### config.mk
export PLATFORM = sky130hd
export DESIGN_NAME = router_fifo_depacketizer
export DESIGN_NICKNAME = d
export VERILOG_FILES = /design/src/rtl/router_fifo_depacketizer.sv
export SDC_FILE = /design/constraint.sdc
export NUM_CORES = 1
export LEC_CHECK = 0
export CAP_MARGIN = 20
export CORE_ASPECT_RATIO = 2
export CORE_MARGIN = 5
export CORE_UTILIZATION = 55
export CTS_BUF_LIST = sky130_fd_sc_hd__clkbuf_4 sky130_fd_sc_hd__clkbuf_8
export DETAILED_ROUTE_END_ITERATION = 16
export PLACE_DENSITY = 0.85
export RECOVER_POWER = 50
export SYNTH_ARGS = -nofsm -noshare
export SYNTH_HDL_FRONTEND = slang
export SYNTH_SLANG_ARGS = --single-unit
### constraint.sdc
create_clock -name clk_router -period 7.1 [get_ports clk_router]
set_input_delay 1.065 -clock clk_router [delete_from_list [all_inputs] [get_ports clk_router]]
set_output_delay 1.065 -clock clk_router [all_outputs]
set_load 0.02 [all_outputs]
### src/rtl/router_fifo_depacketizer.sv
// router_fifo_depacketizer: rebuilds the endpoint FIFO word stream (header
// word followed by data words) from HEAD/BODY/TAIL/HEADTAIL flits delivered
// by the router local output port. Packets are buffered store-and-forward
// because the length field only becomes known once the TAIL arrives.
// Optional feature macro: NOC_DEPKT_ERR_CNT_EN adds the err_cnt port and a
// saturating 8-bit protocol error counter.
// HEAD/HEADTAIL flit data layout: [W-1:W-4] x_dest, [W-5:W-8] y_dest,
// [W-9:W-11] l_dest, [W-20:0] head_pl; bits [W-12:W-19] are the slot that
// the reconstructed header fills with the data-flit count.

package router_fifo_depacketizer_pkg;
  localparam int FLIT_DATA_SIZE = 32;
  localparam int VC_NUM         = 2;
  localparam int VC_ID_W        = 1;

  typedef enum logic [1:0] {
    FLIT_HEAD     = 2'd0,
    FLIT_BODY     = 2'd1,
    FLIT_TAIL     = 2'd2,
    FLIT_HEADTAIL = 2'd3
  } flit_label_t;

  typedef struct packed {
    flit_label_t                 flit_label;
    logic [VC_ID_W-1:0]          vc_id;
    logic [FLIT_DATA_SIZE-1:0]   data;
  } flit_t;
endpackage

module router_fifo_depacketizer
  import router_fifo_depacketizer_pkg::*;
#(
  parameter int PKT_BUF_DEPTH = 16,
  parameter int ON_OFF_MARGIN = 3
) (
  input  logic                      clk_router,
  input  logic                      rst_router_n,
  input  flit_t                     router_data_out,
  input  logic                      router_valid_out,
  output logic [VC_NUM-1:0]         router_is_on_off_in,
  output logic [VC_NUM-1:0]         router_is_allocatable_in,
  input  logic                      router_wrbuf_wafull,
  output logic                      router_wrbuf_wen,
  output logic [FLIT_DATA_SIZE-1:0] router_wrbuf_wdata,
  output logic                      pkt_err
`ifdef NOC_DEPKT_ERR_CNT_EN
  ,
  output logic [7:0]                err_cnt
`endif
);

  localparam int W  = FLIT_DATA_SIZE;
  localparam int AW = (PKT_BUF_DEPTH > 1) ? $clog2(PKT_BUF_DEPTH) : 1;
  localparam logic [7:0] DEPTH_C = 8'(PKT_BUF_DEPTH);

  typedef enum logic [2:0] {
    S_IDLE, S_COLLECT, S_WR_HEAD, S_DRAIN, S_DISCARD
  } state_t;

  state_t               state_q, state_d;
  logic [7:0]           cnt_q, cnt_d;
  logic [7:0]           rd_q, rd_d;
  logic [VC_ID_W-1:0]   vc_q, vc_d;
  logic [W-9:0]         hdr_q, hdr_d;       // {x, y, l, head_pl} without len
  logic                 wen_q, wen_d;
  logic [W-1:0]         wdata_q, wdata_d;
  logic                 err_q, err_d;
  logic [VC_NUM-1:0]    on_off_q, on_off_d;
  logic                 buf_we;
  logic                 start_pkt;
  logic [VC_NUM-1:0]    vc_onehot;
  logic [W-1:0]         pkt_buf_q [PKT_BUF_DEPTH];

  logic is_head, is_tail, vc_match;
  assign is_head  = (router_data_out.flit_label == FLIT_HEAD) ||
                    (router_data_out.flit_label == FLIT_HEADTAIL);
  assign is_tail  = (router_data_out.flit_label == FLIT_TAIL);
  assign vc_match = (router_data_out.vc_id == vc_q);

  // Next-state, FIFO write and on/off computation for the depacketizer FSM
  always_comb begin
    state_d   = state_q;
    cnt_d     = cnt_q;
    rd_d      = rd_q;
    vc_d      = vc_q;
    hdr_d     = hdr_q;
    wen_d     = 1'b0;
    wdata_d   = wdata_q;
    err_d     = 1'b0;
    buf_we    = 1'b0;
    start_pkt = 1'b0;
    vc_onehot = '0;
    vc_onehot[vc_q] = 1'b1;

    case (state_q)
      S_IDLE: begin
        if (router_valid_out) begin
          if (is_head) start_pkt = 1'b1;
          else         err_d     = 1'b1;
        end
      end
      S_COLLECT: begin
        if (router_valid_out) begin
          if (is_head) begin
            // a new header aborts the packet in progress
            err_d     = 1'b1;
            start_pkt = 1'b1;
          end else if (!vc_match) begin
            err_d = 1'b1;
          end else if (cnt_q == DEPTH_C) begin
            // overflow: a TAIL already ends the packet, otherwise flush to it
            err_d   = 1'b1;
            state_d = is_tail ? S_IDLE : S_DISCARD;
          end else begin
            buf_we = 1'b1;
            cnt_d  = cnt_q + 8'd1;
            if (is_tail) state_d = S_WR_HEAD;
          end
        end
      end
      S_DISCARD: begin
        if (router_valid_out) begin
          if (is_head) begin
            err_d     = 1'b1;
            start_pkt = 1'b1;
          end else if (vc_match && is_tail) begin
            state_d = S_IDLE;
          end
        end
      end
      S_WR_HEAD: begin
        if (router_valid_out) err_d = 1'b1;
        if (!router_wrbuf_wafull) begin
          wen_d   = 1'b1;
          wdata_d = {hdr_q[W-9:W-19], cnt_q, hdr_q[W-20:0]};
          rd_d    = 8'd0;
          state_d = (cnt_q == 8'd0) ? S_IDLE : S_DRAIN;
        end
      end
      S_DRAIN: begin
        if (router_valid_out) err_d = 1'b1;
        if (!router_wrbuf_wafull) begin
          wen_d   = 1'b1;
          wdata_d = pkt_buf_q[rd_q[AW-1:0]];
          rd_d    = rd_q + 8'd1;
          if (rd_q == cnt_q - 8'd1) state_d = S_IDLE;
        end
      end
      default: state_d = S_IDLE;
    endcase

    if (start_pkt) begin
      hdr_d   = {router_data_out.data[W-1:W-11], router_data_out.data[W-20:0]};
      vc_d    = router_data_out.vc_id;
      cnt_d   = 8'd0;
      state_d = (router_data_out.flit_label == FLIT_HEADTAIL) ? S_WR_HEAD : S_COLLECT;
    end

    case (state_q)
      S_IDLE:    on_off_d = '1;
      S_COLLECT: on_off_d = ((int'(cnt_q) + ON_OFF_MARGIN) < PKT_BUF_DEPTH) ? vc_onehot : '0;
      S_DISCARD: on_off_d = vc_onehot;
      default:   on_off_d = '0;
    endcase
  end

  // Control and output registers
  always_ff @(posedge clk_router or negedge rst_router_n) begin
    if (!rst_router_n) begin
      state_q  <= S_IDLE;
      cnt_q    <= 8'd0;
      rd_q     <= 8'd0;
      vc_q     <= '0;
      hdr_q    <= '0;
      wen_q    <= 1'b0;
      wdata_q  <= '0;
      err_q    <= 1'b0;
      on_off_q <= '1;
    end else begin
      state_q  <= state_d;
      cnt_q    <= cnt_d;
      rd_q     <= rd_d;
      vc_q     <= vc_d;
      hdr_q    <= hdr_d;
      wen_q    <= wen_d;
      wdata_q  <= wdata_d;
      err_q    <= err_d;
      on_off_q <= on_off_d;
    end
  end

  // Packet data buffer; holds only payload, so it needs no reset
  always_ff @(posedge clk_router) begin
    if (buf_we) pkt_buf_q[cnt_q[AW-1:0]] <= router_data_out.data;
  end

  assign router_is_on_off_in      = on_off_q;
  assign router_is_allocatable_in = '1;
  assign router_wrbuf_wen         = wen_q;
  assign router_wrbuf_wdata       = wdata_q;
  assign pkt_err                  = err_q;

`ifdef NOC_DEPKT_ERR_CNT_EN
  logic [7:0] err_cnt_q, err_cnt_d;

  // Saturating count of protocol errors, stepped alongside the pkt_err pulse
  always_comb begin
    err_cnt_d = err_cnt_q;
    if (err_d && (err_cnt_q != 8'hFF)) err_cnt_d = err_cnt_q + 8'd1;
  end

  // Error counter register
  always_ff @(posedge clk_router or negedge rst_router_n) begin
    if (!rst_router_n) err_cnt_q <= 8'd0;
    else               err_cnt_q <= err_cnt_d;
  end

  assign err_cnt = err_cnt_q;
`endif

endmodule

==> results of run 1 <==
## power breakdown
| part | switching (uW) | total (uW) | internal (uW) |
|---|---|---|---|
| Clock | 1210 | 2460 | 1250 |
| Sequential | 304 | 4290 | 3990 |
| Combinational | 1130 | 2270 | 1140 |
## logic make-up after synthesis
group                    share of synthesized area
AO/OA/AOI/OAI                               0.0141
XOR/XNOR                                   0.00677
adder cells (fa/ha/maj)                    0.00376
buffers and inverters                       0.0167
flip-flops                                   0.747
multiplexers                                 0.156
other                                     0.000161
AND/OR/NAND/NOR                             0.0560
## state kept, by name (all words and copies together) (netlist names)
signal / cells
pkt_buf_q: 512
router_wrbuf_wdata: 32
hdr_q: 24
cnt_q: 8
rd_q: 8
state_q: 3
router_is_on_off_in: 2
pkt_err: 1
router_wrbuf_wen: 1
vc_q: 1
## path summary, 6_finish.rpt
check                                     from           endpoint  slack, ns  depth (start not counted)
max                        router_data_out[33]  pkt_buf_q[10][18]       3.13                          7
min                                  hdr_q[17]          hdr_q[17]       0.49                          2
max reg2reg                         state_q[0]  pkt_buf_q[10][18]       3.28                          6
min reg2reg                          hdr_q[17]          hdr_q[17]       0.49                          2
max in group asynchronous         rst_router_n            rd_q[0]       4.89                          2
min in group asynchronous         rst_router_n          hdr_q[15]       0.61                          1
## metal layers
| metal | vias up | track usage | share of wire |
|---|---|---|---|
| met5 | - | 0 | 0 |
| met4 | 0 | 0.0686 | 0.027 |
| met3 | 111 | 0.0420 | 0.082 |
| met2 | 669 | 0.372 | 0.53 |
| met1 | 6186 | 0.300 | 0.36 |
| li1 | 4964 | - | - |
## worst reg2reg max path, cell delays in order, from the launching register on
cell     delay [ns]
dfrtp_1        0.33
buf_4          0.52
or3b_1         0.48
nor3_1         0.31
and3_1         0.44
nand2_1        0.39
nor2_4         0.93
## area by class of cell
type / count / area, um2
inverter: 8 / 30.0
clock inverter: 40 / 272
multi-input combinational: 528 / 5630
clock buffer: 98 / 1220
sequential: 592 / 17400
antenna: 2 / 5.00
tap: 540 / 676
fill: 2771 / 15800
timing repair buffer: 88 / 888
## synth_stat cells, drive strengths merged (2+ instances only)
cell type | number | share of area
clkinv | 2 | 0.00032
nand4 | 5 | 0.0016
a21o | 3 | 0.00097
a211o | 2 | 0.00075
dfstp | 2 | 0.0023
nor2b | 3 | 0.00081
inv | 6 | 0.00097
edfxtp | 512 | 0.66
buf | 38 | 0.0097
nand3 | 7 | 0.0015
or2 | 2 | 0.00054
dfrtp | 78 | 0.084
ha | 7 | 0.0038
xor2 | 6 | 0.0023
o31ai | 3 | 0.00097
nor3 | 65 | 0.014
o2111ai | 2 | 0.00075
nor2 | 99 | 0.016
a311oi | 2 | 0.00075
a2111oi | 2 | 0.0010
o21ai | 11 | 0.0024
xnor2 | 12 | 0.0045
mux4 | 160 | 0.15
o21bai | 2 | 0.00064
nand2b | 6 | 0.0016
clkbuf | 35 | 0.0058
nor4 | 2 | 0.00054
mux2i | 2 | 0.00086
nand2 | 93 | 0.015
a21oi | 7 | 0.0015
and3 | 5 | 0.0013
## per-stage QoR
stage	power, uW	area [um2]	hold slack, ns
3_3_place_gp	6560	24500	0.461
4_1_cts	9070	26000	0.262
3_5_place_dp	6640	24500	0.469
5_1_grt	9410	26100	0.523
6_report	9020	26100	0.487
2_1_floorplan	5860	23300	0.447
==> impl_results.md, run 1 <==
- Status: finished with violations
- Failing checks: max-capacitance violations, max-slew violations
- Most frequent cells in the layout: edfxtp_1, mux4_2, nand2_1
- Min-delay worst type: reg2reg
- Bufs on Longest Clock Path: 3
- Non-filler cells, final: 1896
- Buffers & Inverters on Critical Path: 2
- CP max FO: 32
- Max H-tree Level: 3
- Tmin final: 3.97 ns
- CP delay by family, top: simple AND/OR/NAND/NOR gates
- Slowest CP cell: nor2_4
- Worst setup slack after layout: 3.13 ns
- Area Growth Syn to Fin: 12.2%
- Clk Latency, worst-skew pair: 0.63 ns
- Cells after Synth: 1200
- TritonCTS Buffers: 75
- Setup violations, final: 0
- Pre-CTS setup slack: 2.61 ns
- DRC viols: 0
- DP HPWL: 31800 um
- Worst vdd ir: 192 uV
- Vias: 11900
- Port Buf Inserts: 74
- EDFF count, synth: 512
- Leakage power: about 0.0084 uW
- Post-CTS Resized: 0
- Max_slew headroom: -0.524
- IO Pins: 77
- WP data arrival: 4.20 ns
- Post-synthesis cell area: 23300 um2
- Std-Cell Rows: 106
- Antenna Nets Post-Route: 0
- Setup CP Type: in2reg
- Setup bufs post-CTS: 0
- Top FF cell, synth: edfxtp_1
- Most common cell after layout, fill and taps aside: edfxtp_1
- Crit start category: input pin
- Synth Area per Inst: 19.4 um2
- Net count, final: around 1300
- Post-synth cell types: between 50 and 60
- First-pass GRT wire length: 77800 um
- Placed cells: between 1500 and 2000
- RSZ-0062 raised after global routing: no
- Slowest stage delay, CP: 0.93 ns
- Sequential share of the synthesized area: 0.747
- Die height: 301 um
- CTS tree: built
- Die X: roughly 160 um
- RD Place Congestion: 0.810
- Number of DRC markers in iteration 0: 1227
- Final Hold Viols: 0
- #FFs+latches synth: ~600
- Post-Route WL: ~51000 um
- Max Cap Viol: 1
- Die ar.: 46800 um2
- Fraction of registers with async set/reset: 0.135
- Initial antenna violation count: 1
- Cell area power density: 345 nW/um2
- Share of cells above drive strength 1: 0.239
- Final Util: 0.623
- Vias in the first global route: 12400
- Measured slew at the worst slew-check pin: 2.29 ns
- Clock Sinks: 592
- Final worst path period share: 0.559
- CTS Hold Buffers Added: 0
- CTS root buf: clkbuf_8
- CP Cell Sequence: dlygate4sd3_1, inv_1, ha_1, nor3_1, and3_1, nand2_1, nor2_4
- Yosys warnings: 0
- Grt ovf: 0
- Vias/cell: 6.29
- Total core area: 41900 um2
- Required time of the critical path: ~7.3 ns
- Max frequency: 252 MHz
- Drt pass-1 iters: 5
- Avg WL per Cell: 26.8 um
- Worst-path clk slew: 0.07 ns
- Largest net degree at the start of global routing: a little under 80
- Total Neg Setup Slack: 0 ns
- Initial Util: 0.555
- Worst setup EP type: flop
- Global Route Usage Sum: 0.222
- Worst Skew: 0.0246 ns
- Slew Viols, Final: 36
No activity file was read; power rests on OpenSTA's default activity.
==> run 2: changes to the inputs <==
- clock period: 7.1 -> 3.7 ns (I/O delays scaled with it)
==> impl_results.md, run 2 (same netlist as run 1, synthesis figures left out) <==
- Setup violations, final: 0
- RD Place Congestion: 0.844
- Max Cap Viol: 1
- Share of cells above drive strength 1: 0.249
- Worst Setup SP: cnt_q[0]
- First-pass GRT wire length: 78600 um
- Max_slew headroom: -0.332
- Number of DRC markers in iteration 0: 1406
- Critical R2R Launch: cnt_q[0]
- R2R Setup Slk: 0.50 ns
- Clk Latency, worst-skew pair: about 0.62 ns
- Buffers & Inverters on Critical Path: 2
- Largest net degree at the start of global routing: between 50 and 60
- Antenna Nets Post-Route: 0
- IO Pins: 77
- Worst Skew: between 0.03 and 0.04 ns
- Initial Util: 0.555
- Worst-path clk slew: 0.07 ns
- Port Buf Inserts: 74
- Total core area: 41900 um2
- Min-delay worst type: reg2reg
- Cell area power density: 650 nW/um2
- Max reg flops: 512
- Most frequent cells in the layout: edfxtp_1, mux4_2, nand2_1
- Initial antenna violation count: 1
- WP data arrival: 3.49 ns
- Cell Area, Placed: 25000 um2
- Worst setup EP type: flop
- Std-Cell Rows: 106
- RSZ-0062 raised after global routing: no
- Area Growth Syn to Fin: 13.4%
- Slew Viols, Final: 33
- Area of the multi-input gates: 5630 um2
- DRC viols: 0
- Grt ovf: 0
- TritonCTS Buffers: 73
- Vias in the first global route: approximately 13000
- CTS tree: built
- DP HPWL: 33300 um
- Bufs on Longest Clock Path: 3
- CP max FO: 18
- Setup CP Type: reg2reg
- Crit start category: flop
- Vias: 11900
- Failing checks: max-capacitance violations, max-slew violations
- Measured slew at the worst slew-check pin: 2.00 ns
- Worst setup path end: pkt_buf_q[8][29]
- Slowest CP cell: dfrtp_1
- Slowest stage delay, CP: 0.58 ns
- Stages on worst setup path: 8
- Seq. cell area: 17400 um2
- Max H-tree Level: 3
- WHS: ~0.48 ns
- Reg2reg end: pkt_buf_q[8][29]
- CTS root buf: clkbuf_8
- Most common cell after layout, fill and taps aside: edfxtp_1
- Worst vdd ir: 358 uV
- Final instance area: 26400 um2
- Die height: 301 um
- Final worst path period share: 0.866
- Global Route Usage Sum: 0.224
- Fillers: 2713
- Tmin final: ~3.2 ns
- Worst R2R Path Depth: 8
- CP Cell Sequence: inv_1, ha_1, nor4b_1, nand3_1, and3_1, nand2_1, nor2_4, buf_4
- Avg WL per Cell: 26.6 um
- CP delay by family, top: simple AND/OR/NAND/NOR gates
- Setup bufs post-CTS: 0
- Die ar.: 46800 um2
- Post-Route WL: around 50000 um
- Post-CTS Resized: 0
- Leakage power: 0.00853 uW
- Required time of the critical path: 3.99 ns
- Total Neg Setup Slack: 0 ns
- Drt pass-1 iters: 5
- Vias/cell: just over 6
- Max frequency: 312 MHz
- Final Hold Viols: 0
- Clock Sinks: 592
- Status: finished with violations
- Net count, final: 1366
- Die X: 155 um
## run 2: how the worst min path moves through the flow
stage,start,end,slack (ns),cells past startpoint
6_report,hdr_q[22],hdr_q[22],0.48,2
5_1_grt,hdr_q[2],hdr_q[2],0.50,2
4_1_cts,rst_router_n,router_wrbuf_wdata[19],0.42,2
3_5_place_dp,hdr_q[22],hdr_q[22],0.46,2
3_3_place_gp,hdr_q[19],hdr_q[19],0.46,2
2_1_floorplan,rst_router_n,cnt_q[0],0.26,0
## run 2: what timing repair did
action | in CTS | in global routing
setup endpoints to repair | 0 | 0
hold buffers | 1 | 0
endpoints found under the hold margin | 30 | 0
## run 2: final cells by class
class                   count  share of cell area
well taps                 540              0.0256
diodes                      2            0.000190
clock inverters            22             0.00474
clock buffers             103              0.0482
multi-input cells         528               0.213
inverters                   8             0.00114
repair buffers            117              0.0483
flip-flops and latches    592               0.659
## run 2: per-stage QoR
stage	util	std cells	total power [uW]	worst slack (ns)
after global routing	0.630	1911	17900	0.409
after CTS	0.630	1910	17300	0.537
after detailed placement	0.597	1784	12800	0.328
final	0.630	1912	17200	0.496
after global placement	0.597	1784	12600	0.415
after floorplan	-	1201	11200	0.218
## run 2: where the power goes
part | leakage, uW | total [uW] | switching [uW] | internal, uW
clock network | 0.000733 | 4490 | 2210 | 2280
registers | 0.00557 | 8070 | 407 | 7660
logic | 0.00223 | 4590 | 2340 | 2250
## run 2: layer usage
layer	GRT usage	vias up	wire (um)
li1	-	5013	-
met1	0.302	6189	18600
met2	0.380	619	27100
met3	0.0371	92	3910
met4	0.0693	0	1210
met5	0	-	0
## run 2: tightest hold or removal path, stage by stage, from the launching register on
cell and delay [ns]:
dfrtp_1 0.34, nand2_1 0.05, nand2_1 0.06
==> run 3: changes to the inputs <==
- ABC_AREA: not set -> 1
==> impl_results.md, run 3 <==
- Status: finished with violations
- Most common cell in the netlist: edfxtp_1
- Max reg flops: a little over 500
- Yosys warnings: 0
- Global Route Usage Sum: 0.245
- EDFF count, synth: 512
- Clk Latency, worst-skew pair: 0.64 ns
- Worst R2R Path Depth: 10
- Top cells by area, synth: edfxtp_1, dfrtp_1, o21ai_0
- Net count, final: ~2000
- Post-synth cell types: 36
- Worst setup slack after layout: around 0.48 ns
- Initial Util: 0.555
- Max Cap Viol: 1
- Yosys top cell area share: 0.648
- Die X: ~160 um
- Sequential share of the synthesized area: 0.733
- CP max FO: 19
- Worst-path clk slew: roughly 0.070 ns
- TritonCTS Buffers: 73
- Required time of the critical path: roughly 4.0 ns
- Leakage power: 0.00929 uW
- RD Place Congestion: about 0.93
- Synth area leader: edfxtp_1
- Post-synth top cells: edfxtp_1, nor2_1, nand2_1, o21ai_0, o22ai_1
- Drt pass-1 iters: 9
- Failing checks: max-capacitance violations, max-slew violations
- CTS tree: built
- First-pass GRT wire length: roughly 90000 um
- Most frequent cells in the layout: edfxtp_1, nor2_1, nand2_1
- Worst Skew: between 0.015 and 0.02 ns
- Max_slew headroom: -0.232
- Vias/cell: 6.27
- Top FF cell, synth: edfxtp_1
- IO Pins: 77
- Fillers: between 2000 and 3000
- Slew Viols, Final: 69
- Critical R2R Launch: cnt_q[0]
- Share of cells above drive strength 1: 0.0991
- Fraction of registers with async set/reset: 0.135
- Clock Sinks: approximately 600
- #FFs+latches synth: 592
- Final Hold Viols: 0
- Post-synthesis cell area: 23700 um2
- WP data arrival: 3.56 ns
- Setup violations, final: 0
- DP HPWL: ~37000 um
- Grt ovf: 0
- Antenna Nets Post-Route: 0
- Total core area: around 43000 um2
- Total Neg Setup Slack: 0 ns
- Most common cell after layout, fill and taps aside: edfxtp_1
- R2R Setup Slk: 0.48 ns
- Tmin final: 3.22 ns
- Die ar.: 47600 um2
- Setup CP Type: reg2reg
- Vias: 16300
- Post-CTS Resized: 0
- Worst setup EP type: flop
- Largest net degree at the start of global routing: 259
- Synth Area per Inst: ~12 um2
- Vias in the first global route: 16200
- Bufs on Longest Clock Path: 3
- Number of DRC markers in iteration 0: approximately 2200
- Measured slew at the worst slew-check pin: 1.85 ns
- Cells after Synth: 1917
- Max frequency: 310 MHz
- Die height: 304 um
- Initial antenna violation count: 1
- Min-delay worst type: in2async
- Worst vdd ir: approximately 430 uV
- DRC viols: 0
- Placed cells: between 2000 and 2500
- Area Growth Syn to Fin: 12.7%
- Final worst path period share: 0.871
- Reg2reg end: pkt_buf_q[2][23]
- Port Buf Inserts: 74
- Max H-tree Level: 3
- RSZ-0062 raised after global routing: no
- CTS root buf: clkbuf_8
- Non-filler cells, final: 2595
- Crit start category: flop
- Cell area power density: 588 nW/um2
- Pre-CTS setup slack: 0.386 ns
- Post-Route WL: 59000 um
- Avg WL per Cell: approximately 23 um
- Std-Cell Rows: around 110
## run 3: repair_timing
item,4_1_cts,5_1_grt
hold buffers,0,1
buffers inserted,0,0
hold endpoints to repair,0,12
endpoints found under the setup margin,0,0
## run 3: area by class of cell
type / instances / area [um2] / area share
multi-input combinational: 1165 / 5740 / 0.215
clock buffer: 105 / 1300 / 0.0487
timing repair buffer: 121 / 1230 / 0.0460
tap: 545 / 682 / 0.0255
antenna: 1 / 2.50 / 0.0000936
clock inverter: 30 / 241 / 0.00904
inverter: 36 / 140 / 0.00524
sequential: 592 / 17400 / 0.651
## run 3: how the worst max path moves through the flow
stage,start,to,slack [ns],depth (start not counted)
after global placement,router_data_out[33],pkt_buf_q[1][4],0.50,9
after floorplan,cnt_q[0],pkt_buf_q[11][0],0.37,10
after CTS,cnt_q[0],pkt_buf_q[2][23],0.65,10
final,cnt_q[0],pkt_buf_q[2][23],0.48,10
after global routing,cnt_q[0],pkt_buf_q[2][23],0.26,10
after detailed placement,router_data_out[33],pkt_buf_q[2][14],0.39,9
## run 3: power breakdown
group	switching, uW	leakage (uW)	internal, uW	total (uW)
clock	2310	0.000806	2510	4820
combinational	2090	0.00285	1010	3100
sequential	204	0.00563	7600	7800
total	4610	0.00929	11100	15700
## run 3: metrics by stage
stage                     power, uW  hold slack, ns  utilization  area [um2]
after floorplan                9810           0.259            -       23700
after global placement        10900           0.460        0.590       25200
after detailed placement      11000           0.466        0.590       25200
after CTS                     15800           0.109        0.626       26700
after global routing          16400           0.506        0.626       26700
final                         15700           0.461        0.626       26700
## run 3: cells by family after synthesis
kind of cell	Yosys count	share of synthesized area
simple gates	655	0.111
flops	592	0.733
compound gates	495	0.120
buf+inv	161	0.0305
fa+ha+maj	7	0.00369
xor+xnor	6	0.00222
other cells	1	0.000158
## run 3: critical path: stages, from the launching register on
cell     delay, ns
dfrtp_1       0.49
inv_1         0.16
ha_1          0.31
nand3_1       0.15
nor2_1        0.07
nor2_1        0.28
nand2_1       0.16
inv_1         0.20
nand2_1       0.33
nor2_4        0.53
buf_12        0.23
## run 3: metal layers
metal  up-vias  GRT usage  wire [um]
li1       7116          -          -
met1      7839      0.311      20600
met2      1136      0.410      29900
met3       172     0.0444       5930
met4         0      0.111       2550
met5         -          0          0
